$ cat src/rtl/rtc_port_pkg.sv
// rtc_port_pkg
// Shared definitions for the RTC-to-display port writer: field indices,
// display port IDs (also decoded by the VGA display register bank) and the
// writer FSM encoding.
package rtc_port_pkg;

  localparam int NUM_FIELDS = 10;

  localparam logic [3:0] IDX_SEG     = 4'd0;
  localparam logic [3:0] IDX_MIN     = 4'd1;
  localparam logic [3:0] IDX_HORA    = 4'd2;
  localparam logic [3:0] IDX_DIA     = 4'd3;
  localparam logic [3:0] IDX_MES     = 4'd4;
  localparam logic [3:0] IDX_ANO     = 4'd5;
  localparam logic [3:0] IDX_SEGT    = 4'd6;
  localparam logic [3:0] IDX_MINT    = 4'd7;
  localparam logic [3:0] IDX_HORAT   = 4'd8;
  localparam logic [3:0] IDX_PUNTERO = 4'd9;

  localparam logic [7:0] PORT_SEG     = 8'h02;
  localparam logic [7:0] PORT_MIN     = 8'h03;
  localparam logic [7:0] PORT_HORA    = 8'h04;
  localparam logic [7:0] PORT_DIA     = 8'h05;
  localparam logic [7:0] PORT_MES     = 8'h06;
  localparam logic [7:0] PORT_ANO     = 8'h07;
  localparam logic [7:0] PORT_SEGT    = 8'h08;
  localparam logic [7:0] PORT_MINT    = 8'h09;
  localparam logic [7:0] PORT_HORAT   = 8'h0A;
  localparam logic [7:0] PORT_PUNTERO = 8'h0E;

  typedef enum logic [2:0] {
    ST_IDLE,
    ST_SCAN,
    ST_WRITE,
    ST_WAIT,
    ST_FIN
  } state_t;

  function automatic logic [7:0] port_of(input logic [3:0] idx);
    logic [7:0] p;
    case (idx)
      IDX_SEG:     p = PORT_SEG;
      IDX_MIN:     p = PORT_MIN;
      IDX_HORA:    p = PORT_HORA;
      IDX_DIA:     p = PORT_DIA;
      IDX_MES:     p = PORT_MES;
      IDX_ANO:     p = PORT_ANO;
      IDX_SEGT:    p = PORT_SEGT;
      IDX_MINT:    p = PORT_MINT;
      IDX_HORAT:   p = PORT_HORAT;
      IDX_PUNTERO: p = PORT_PUNTERO;
      default:     p = 8'h00;
    endcase
    return p;
  endfunction

endpackage

$ cat src/rtl/rtc_port_writer.sv
// rtc_port_writer
// Snapshots the RTC date/time/timer/cursor fields on LOAD and replays them
// as single-cycle port writes for the VGA display register bank. Either all
// fields are sent, or only those that differ from the last value written.
//
// Ports:
//   CLK, RST                 clock, async active-high reset
//   LOAD, FULL_REFRESH       transfer request and its mode
//   SEG..PUNTERO             field inputs, captured on LOAD
//   WRITE_STROBE, PORT_ID,
//   OUT_PORT                 port write bus (ID/data hold between strobes)
//   BUSY, DONE               transfer in progress / completion pulse
//
// state    | meaning
// ---------+-------------------------------------------------
// ST_IDLE  | waiting for LOAD
// ST_SCAN  | decide whether field idx must be written
// ST_WRITE | strobe field idx, update its shadow
// ST_WAIT  | GAP idle cycles after a strobe
// ST_FIN   | pulse DONE, mark shadows valid
module rtc_port_writer
  import rtc_port_pkg::*;
#(
  parameter int unsigned GAP = 1
) (
  input  logic       CLK,
  input  logic       RST,
  input  logic       LOAD,
  input  logic       FULL_REFRESH,
  input  logic [7:0] SEG,
  input  logic [7:0] MIN,
  input  logic [7:0] HORA,
  input  logic [7:0] DIA,
  input  logic [7:0] MES,
  input  logic [7:0] ANO,
  input  logic [7:0] SEGT,
  input  logic [7:0] MINT,
  input  logic [7:0] HORAT,
  input  logic [7:0] PUNTERO,
  output logic       WRITE_STROBE,
  output logic [7:0] PORT_ID,
  output logic [7:0] OUT_PORT,
  output logic       BUSY,
  output logic       DONE
);

  localparam logic [3:0] GAP_L   = 4'(GAP);
  localparam logic [3:0] IDX_LAST = 4'(NUM_FIELDS - 1);

  state_t     state, state_nxt;
  logic [3:0] idx, idx_nxt;
  logic [3:0] gap_cnt, gap_cnt_nxt;
  logic [7:0] snap   [NUM_FIELDS];
  logic [7:0] shadow [NUM_FIELDS];
  logic [7:0] fields_in [NUM_FIELDS];
  logic       shadow_valid;
  logic       full_mode;
  logic       capture;
  logic       shadow_we;
  logic       field_due;
  logic       last_field;

  always_comb begin
    fields_in[IDX_SEG]     = SEG;
    fields_in[IDX_MIN]     = MIN;
    fields_in[IDX_HORA]    = HORA;
    fields_in[IDX_DIA]     = DIA;
    fields_in[IDX_MES]     = MES;
    fields_in[IDX_ANO]     = ANO;
    fields_in[IDX_SEGT]    = SEGT;
    fields_in[IDX_MINT]    = MINT;
    fields_in[IDX_HORAT]   = HORAT;
    fields_in[IDX_PUNTERO] = PUNTERO;
  end

  assign field_due  = full_mode || (snap[idx] != shadow[idx]);
  assign last_field = (idx == IDX_LAST);

  always_comb begin
    state_nxt   = state;
    idx_nxt     = idx;
    gap_cnt_nxt = gap_cnt;
    capture     = 1'b0;
    shadow_we   = 1'b0;
    case (state)
      ST_IDLE: begin
        if (LOAD) begin
          capture   = 1'b1;
          idx_nxt   = 4'd0;
          state_nxt = ST_SCAN;
        end
      end
      ST_SCAN: begin
        if (field_due) begin
          state_nxt = ST_WRITE;
        end else if (last_field) begin
          state_nxt = ST_FIN;
        end else begin
          idx_nxt = idx + 4'd1;
        end
      end
      ST_WRITE: begin
        shadow_we = 1'b1;
        if (GAP_L != 4'd0) begin
          gap_cnt_nxt = GAP_L;
          state_nxt   = ST_WAIT;
        end else if (last_field) begin
          state_nxt = ST_FIN;
        end else begin
          idx_nxt   = idx + 4'd1;
          state_nxt = ST_SCAN;
        end
      end
      ST_WAIT: begin
        gap_cnt_nxt = gap_cnt - 4'd1;
        if (gap_cnt <= 4'd1) begin
          if (last_field) begin
            state_nxt = ST_FIN;
          end else begin
            idx_nxt   = idx + 4'd1;
            state_nxt = ST_SCAN;
          end
        end
      end
      ST_FIN:  state_nxt = ST_IDLE;
      default: state_nxt = ST_IDLE;
    endcase
  end

  always_ff @(posedge CLK or posedge RST) begin
    if (RST) begin
      state   <= ST_IDLE;
      idx     <= 4'd0;
      gap_cnt <= 4'd0;
    end else begin
      state   <= state_nxt;
      idx     <= idx_nxt;
      gap_cnt <= gap_cnt_nxt;
    end
  end

  // A missing shadow set forces a full refresh regardless of FULL_REFRESH.
  always_ff @(posedge CLK or posedge RST) begin
    if (RST) begin
      for (int i = 0; i < NUM_FIELDS; i++) begin
        snap[i]   <= 8'h00;
        shadow[i] <= 8'h00;
      end
      shadow_valid <= 1'b0;
      full_mode    <= 1'b0;
    end else begin
      if (capture) begin
        for (int i = 0; i < NUM_FIELDS; i++) snap[i] <= fields_in[i];
        full_mode <= FULL_REFRESH || !shadow_valid;
      end
      if (shadow_we) shadow[idx] <= snap[idx];
      if (state == ST_FIN) shadow_valid <= 1'b1;
    end
  end

  // Outputs are registered from the next state so they line up with the
  // state they describe.
  always_ff @(posedge CLK or posedge RST) begin
    if (RST) begin
      WRITE_STROBE <= 1'b0;
      PORT_ID      <= 8'h00;
      OUT_PORT     <= 8'h00;
      BUSY         <= 1'b0;
      DONE         <= 1'b0;
    end else begin
      WRITE_STROBE <= (state_nxt == ST_WRITE);
      if (state_nxt == ST_WRITE) begin
        PORT_ID  <= port_of(idx_nxt);
        OUT_PORT <= snap[idx_nxt];
      end
      BUSY <= (state_nxt == ST_SCAN) || (state_nxt == ST_WRITE) ||
              (state_nxt == ST_WAIT);
      DONE <= (state_nxt == ST_FIN);
    end
  end

endmodule

$ cat config.mk
export PLATFORM = sky130hd
export DESIGN_NAME = rtc_port_writer
export DESIGN_NICKNAME = d
export VERILOG_FILES = /design/src/rtl/rtc_port_pkg.sv /design/src/rtl/rtc_port_writer.sv
export SDC_FILE = /design/constraint.sdc
export NUM_CORES = 1
export LEC_CHECK = 0
export ABC_AREA = 1
export BUFFER_PORTS_ARGS = -buffer_cell sky130_fd_sc_hd__buf_2
export CAP_MARGIN = 5
export CELL_PAD_IN_SITES_DETAIL_PLACEMENT = 0
export CELL_PAD_IN_SITES_GLOBAL_PLACEMENT = 2
export CORE_ASPECT_RATIO = 1.4
export CORE_UTILIZATION = 34
export CTS_CLUSTER_DIAMETER = 120
export CTS_CLUSTER_SIZE = 14
export DETAILED_ROUTE_END_ITERATION = 16
export HOLD_SLACK_MARGIN = 0.1
export PLACE_DENSITY = 0.84
export SETUP_SLACK_MARGIN = 0.2
export SLEW_MARGIN = 20
export SYNTH_ARGS = -nofsm -noshare
export SYNTH_HDL_FRONTEND = slang
export SYNTH_SLANG_ARGS = --single-unit
export TNS_END_PERCENT = 100
$ cat constraint.sdc
create_clock -name CLK -period 7 [get_ports CLK]
set_input_delay 0.35 -clock CLK [delete_from_list [all_inputs] [get_ports CLK]]
set_output_delay 0.35 -clock CLK [all_outputs]
set_load 0.02 [all_outputs]
==> metrics <==
Total GRT Usage=21.34%; maximum vdd drop=0.2358 mV; CTS sink cnt=around 190; sequential share of the synthesized area=a little under half; library cells used by synthesis=39; pin count of the biggest net entering global routing=128; routed vias=just over 9k; Netlist Area Pre-Place=10180 um^2; Tcrit/Tclk final=65.91%; cts bufs inserted=17; Setup Buffers After CTS=0; Synth Warn #=0; Final setup violation count=0; critical path peak fanout=42; status=completed; Clock Tree Buf Depth=2; crit end category=register; critical path class=register to register; global-route wire length before repair=49.16 mm; GR Overflow Total=0; crit path from=idx[0]; pre-CTS WS=roughly 2.4 ns; # fillers=3100; Initial Utilization=34.70%; Synth Flop Type=dfrtp_1; Critical R2R Launch=idx[0]; HP Class=input port to asynchronous set/reset pin; Die Area=30660 um^2; Synth Instances=1396; post-CTS sizing=0; DRC=0; row count=74; slew margin rel.=37.70%; Period minus WS final=about 4.6 ns; ANT nets after route=0; async set-reset flop share out of synthesis=100.0%; RSZ-0062 raised after global routing=false; commonest cells after routing, fill and taps aside=nand2_1, dfrtp_1, o21ai_0; Hold Vio Cnt, Final=0; Die H=approximately 210 um; Max-Cap Viols=0; share of cells above drive strength 1=12.25%; WL/cell=16.73 um; Worst Max-Slew Pin Slew=0.9335 ns; CTS tree=built; Leak=5.802 nW; Max Clk Rate=roughly 220 MHz; die span in x=148.3 um; Iter 0 DRT Violations=about 550; Setup crit start kind=register; fin. max-slew vios=0; pwr dens=525.5 nW/um^2; initial antenna violation count=0; Antenna diodes=0; clock slew at reported path FFs=approximately 0.06 ns; drt first pass iters=7; WP data arrival=roughly 5.0 ns; Final #Nets=1559; CTS H-tree lvls=4; Worst EP required=7.37 ns; Post-synth EDFFs=0; final setup skew=0.01453 ns; vias in the first global route=between 8k and 9k; clock root cell=clkbuf_16; most common cell after layout, fill and taps aside=nand2_1; fin util=39.55%; CORE AREA=29350 um^2; final WL=31.09 mm; IO Count=103; Yosys reg bits=188; syn_area_per_cell=7.296 um^2; Layout area overhead=13.97%; Fin Setup TNS=0 ns; worst skew pair latency=0.44 ns; CTS hold repair buffers=8; Final WS setup=2.386 ns; Via density=4.885; Detailed Place HPWL=about 22 mm; IO buf count=between 90 and 100; GPL Wtd Cong=roughly 0.83
==> where the power goes <==
| part | switching (mW) | leakage, nW | internal, mW | total [mW] |
|---|---|---|---|---|
| sequential | 0.228 | 2.36 | 1.55 | 1.78 |
| clock | 0.432 | 0.290 | 0.580 | 1.01 |
| combinational | 2.33 | 3.16 | 0.978 | 3.31 |
| total | 2.99 | 5.80 | 3.11 | 6.10 |
==> final cells by class <==
| type | count | area (um^2) | share of cell area, % |
|---|---|---|---|
| Clock buffer | 21 | 460.4 | 3.967 |
| Clock inverter | 9 | 133.9 | 1.153 |
| Inverter | 165 | 626.9 | 5.400 |
| Multi-Input combinational cell | 965 | 4453 | 38.36 |
| Sequential cell | 188 | 4707 | 40.55 |
| Tap cell | 380 | 475.5 | 4.096 |
| Timing Repair Buffer | 130 | 750.7 | 6.468 |
==> stage by stage <==
step	instance area (um^2)	hold WS, ns	power (mW)	instances
after global routing	11610	0.1118	6.646	1858
final	11610	0.09861	6.099	1858
after detailed placement	10930	0.4392	5.120	1820
after global placement	10930	0.4287	5.088	1820
after CTS	11610	0.1003	6.156	1858
after floorplan	10200	0.4183	4.165	1399
==> critical path, stage by stage (launching register included) <==
cell and delay (ns):
dfrtp_2 0.40, inv_2 0.60, a21oi_1 0.15, o21ai_0 0.11
nand2_1 0.10, a21oi_1 0.67, nand2_1 0.11, nand2_1 0.08
nand2_1 0.06, nor2_2 0.23, nand4_1 0.15, nand3_2 0.12
buf_4 0.33, nand2_1 0.45, buf_4 0.40, nand2_1 0.10
nand3_1 0.06, nand3_1 0.12, nand3_1 0.09, a21oi_1 0.14
==> Yosys cell counts (all sizes together) (3+ instances only) <==
cell / number / area [um^2]
nand2: 416 / 1584
o21ai: 167 / 835.8
nand4: 3 / 18.77
inv: 163 / 611.8
o211ai: 6 / 45.04
clkbuf: 38 / 142.6
buf: 43 / 284.0
nor2: 107 / 424.2
xor2: 3 / 26.28
a21boi: 3 / 22.52
nand3: 151 / 835.8
ha: 8 / 100.1
a21oi: 69 / 364.1
a31oi: 6 / 37.54
dfrtp: 188 / 4705
nor3: 13 / 65.06
==> kinds of logic (layout without fill, tap and decap cells) <==
logic type,count (synthesis),in the layout,synth area share (%)
AND/OR/NAND/NOR,692,692,28.87
AO/OA/AOI/OAI,257,257,13.30
buffers and inverters,246,325,10.27
flip-flops,188,188,46.19
adder cells (fa/ha/maj),8,8,0.9828
XOR/XNOR,4,4,0.3440
other,1,4,0.03682
==> metal layers <==
metal	vias to the layer above	global-route usage, %	share of wire, %
met4	0	8.395	3.0
met2	184	38.78	52
met1	4289	25.32	43
met3	40	2.857	2.6
li1	4563	-	-
met5	-	0	0
==> flip-flops by register name (all words and copies together), names as in the netlist <==
signal	flops
BUSY	1
DONE	1
OUT_PORT	8
PORT_ID	4
WRITE_STROBE	1
full_mode	1
gap_cnt	4
idx	4
shadow	80
shadow_valid	1
snap	80
state	3
==> final timing paths <==
check	cells past startpoint	endpoint	slack [ns]
max reg2reg	19	OUT_PORT[3]	2.39
max	19	OUT_PORT[3]	2.39
min in group CLK	3	snap[28]	0.11
max in group asynchronous	3	snap[64]	5.51
min reg2reg	2	shadow_valid	0.45
min	2	BUSY	0.1
No activity file was read; power rests on OpenSTA's default activity.
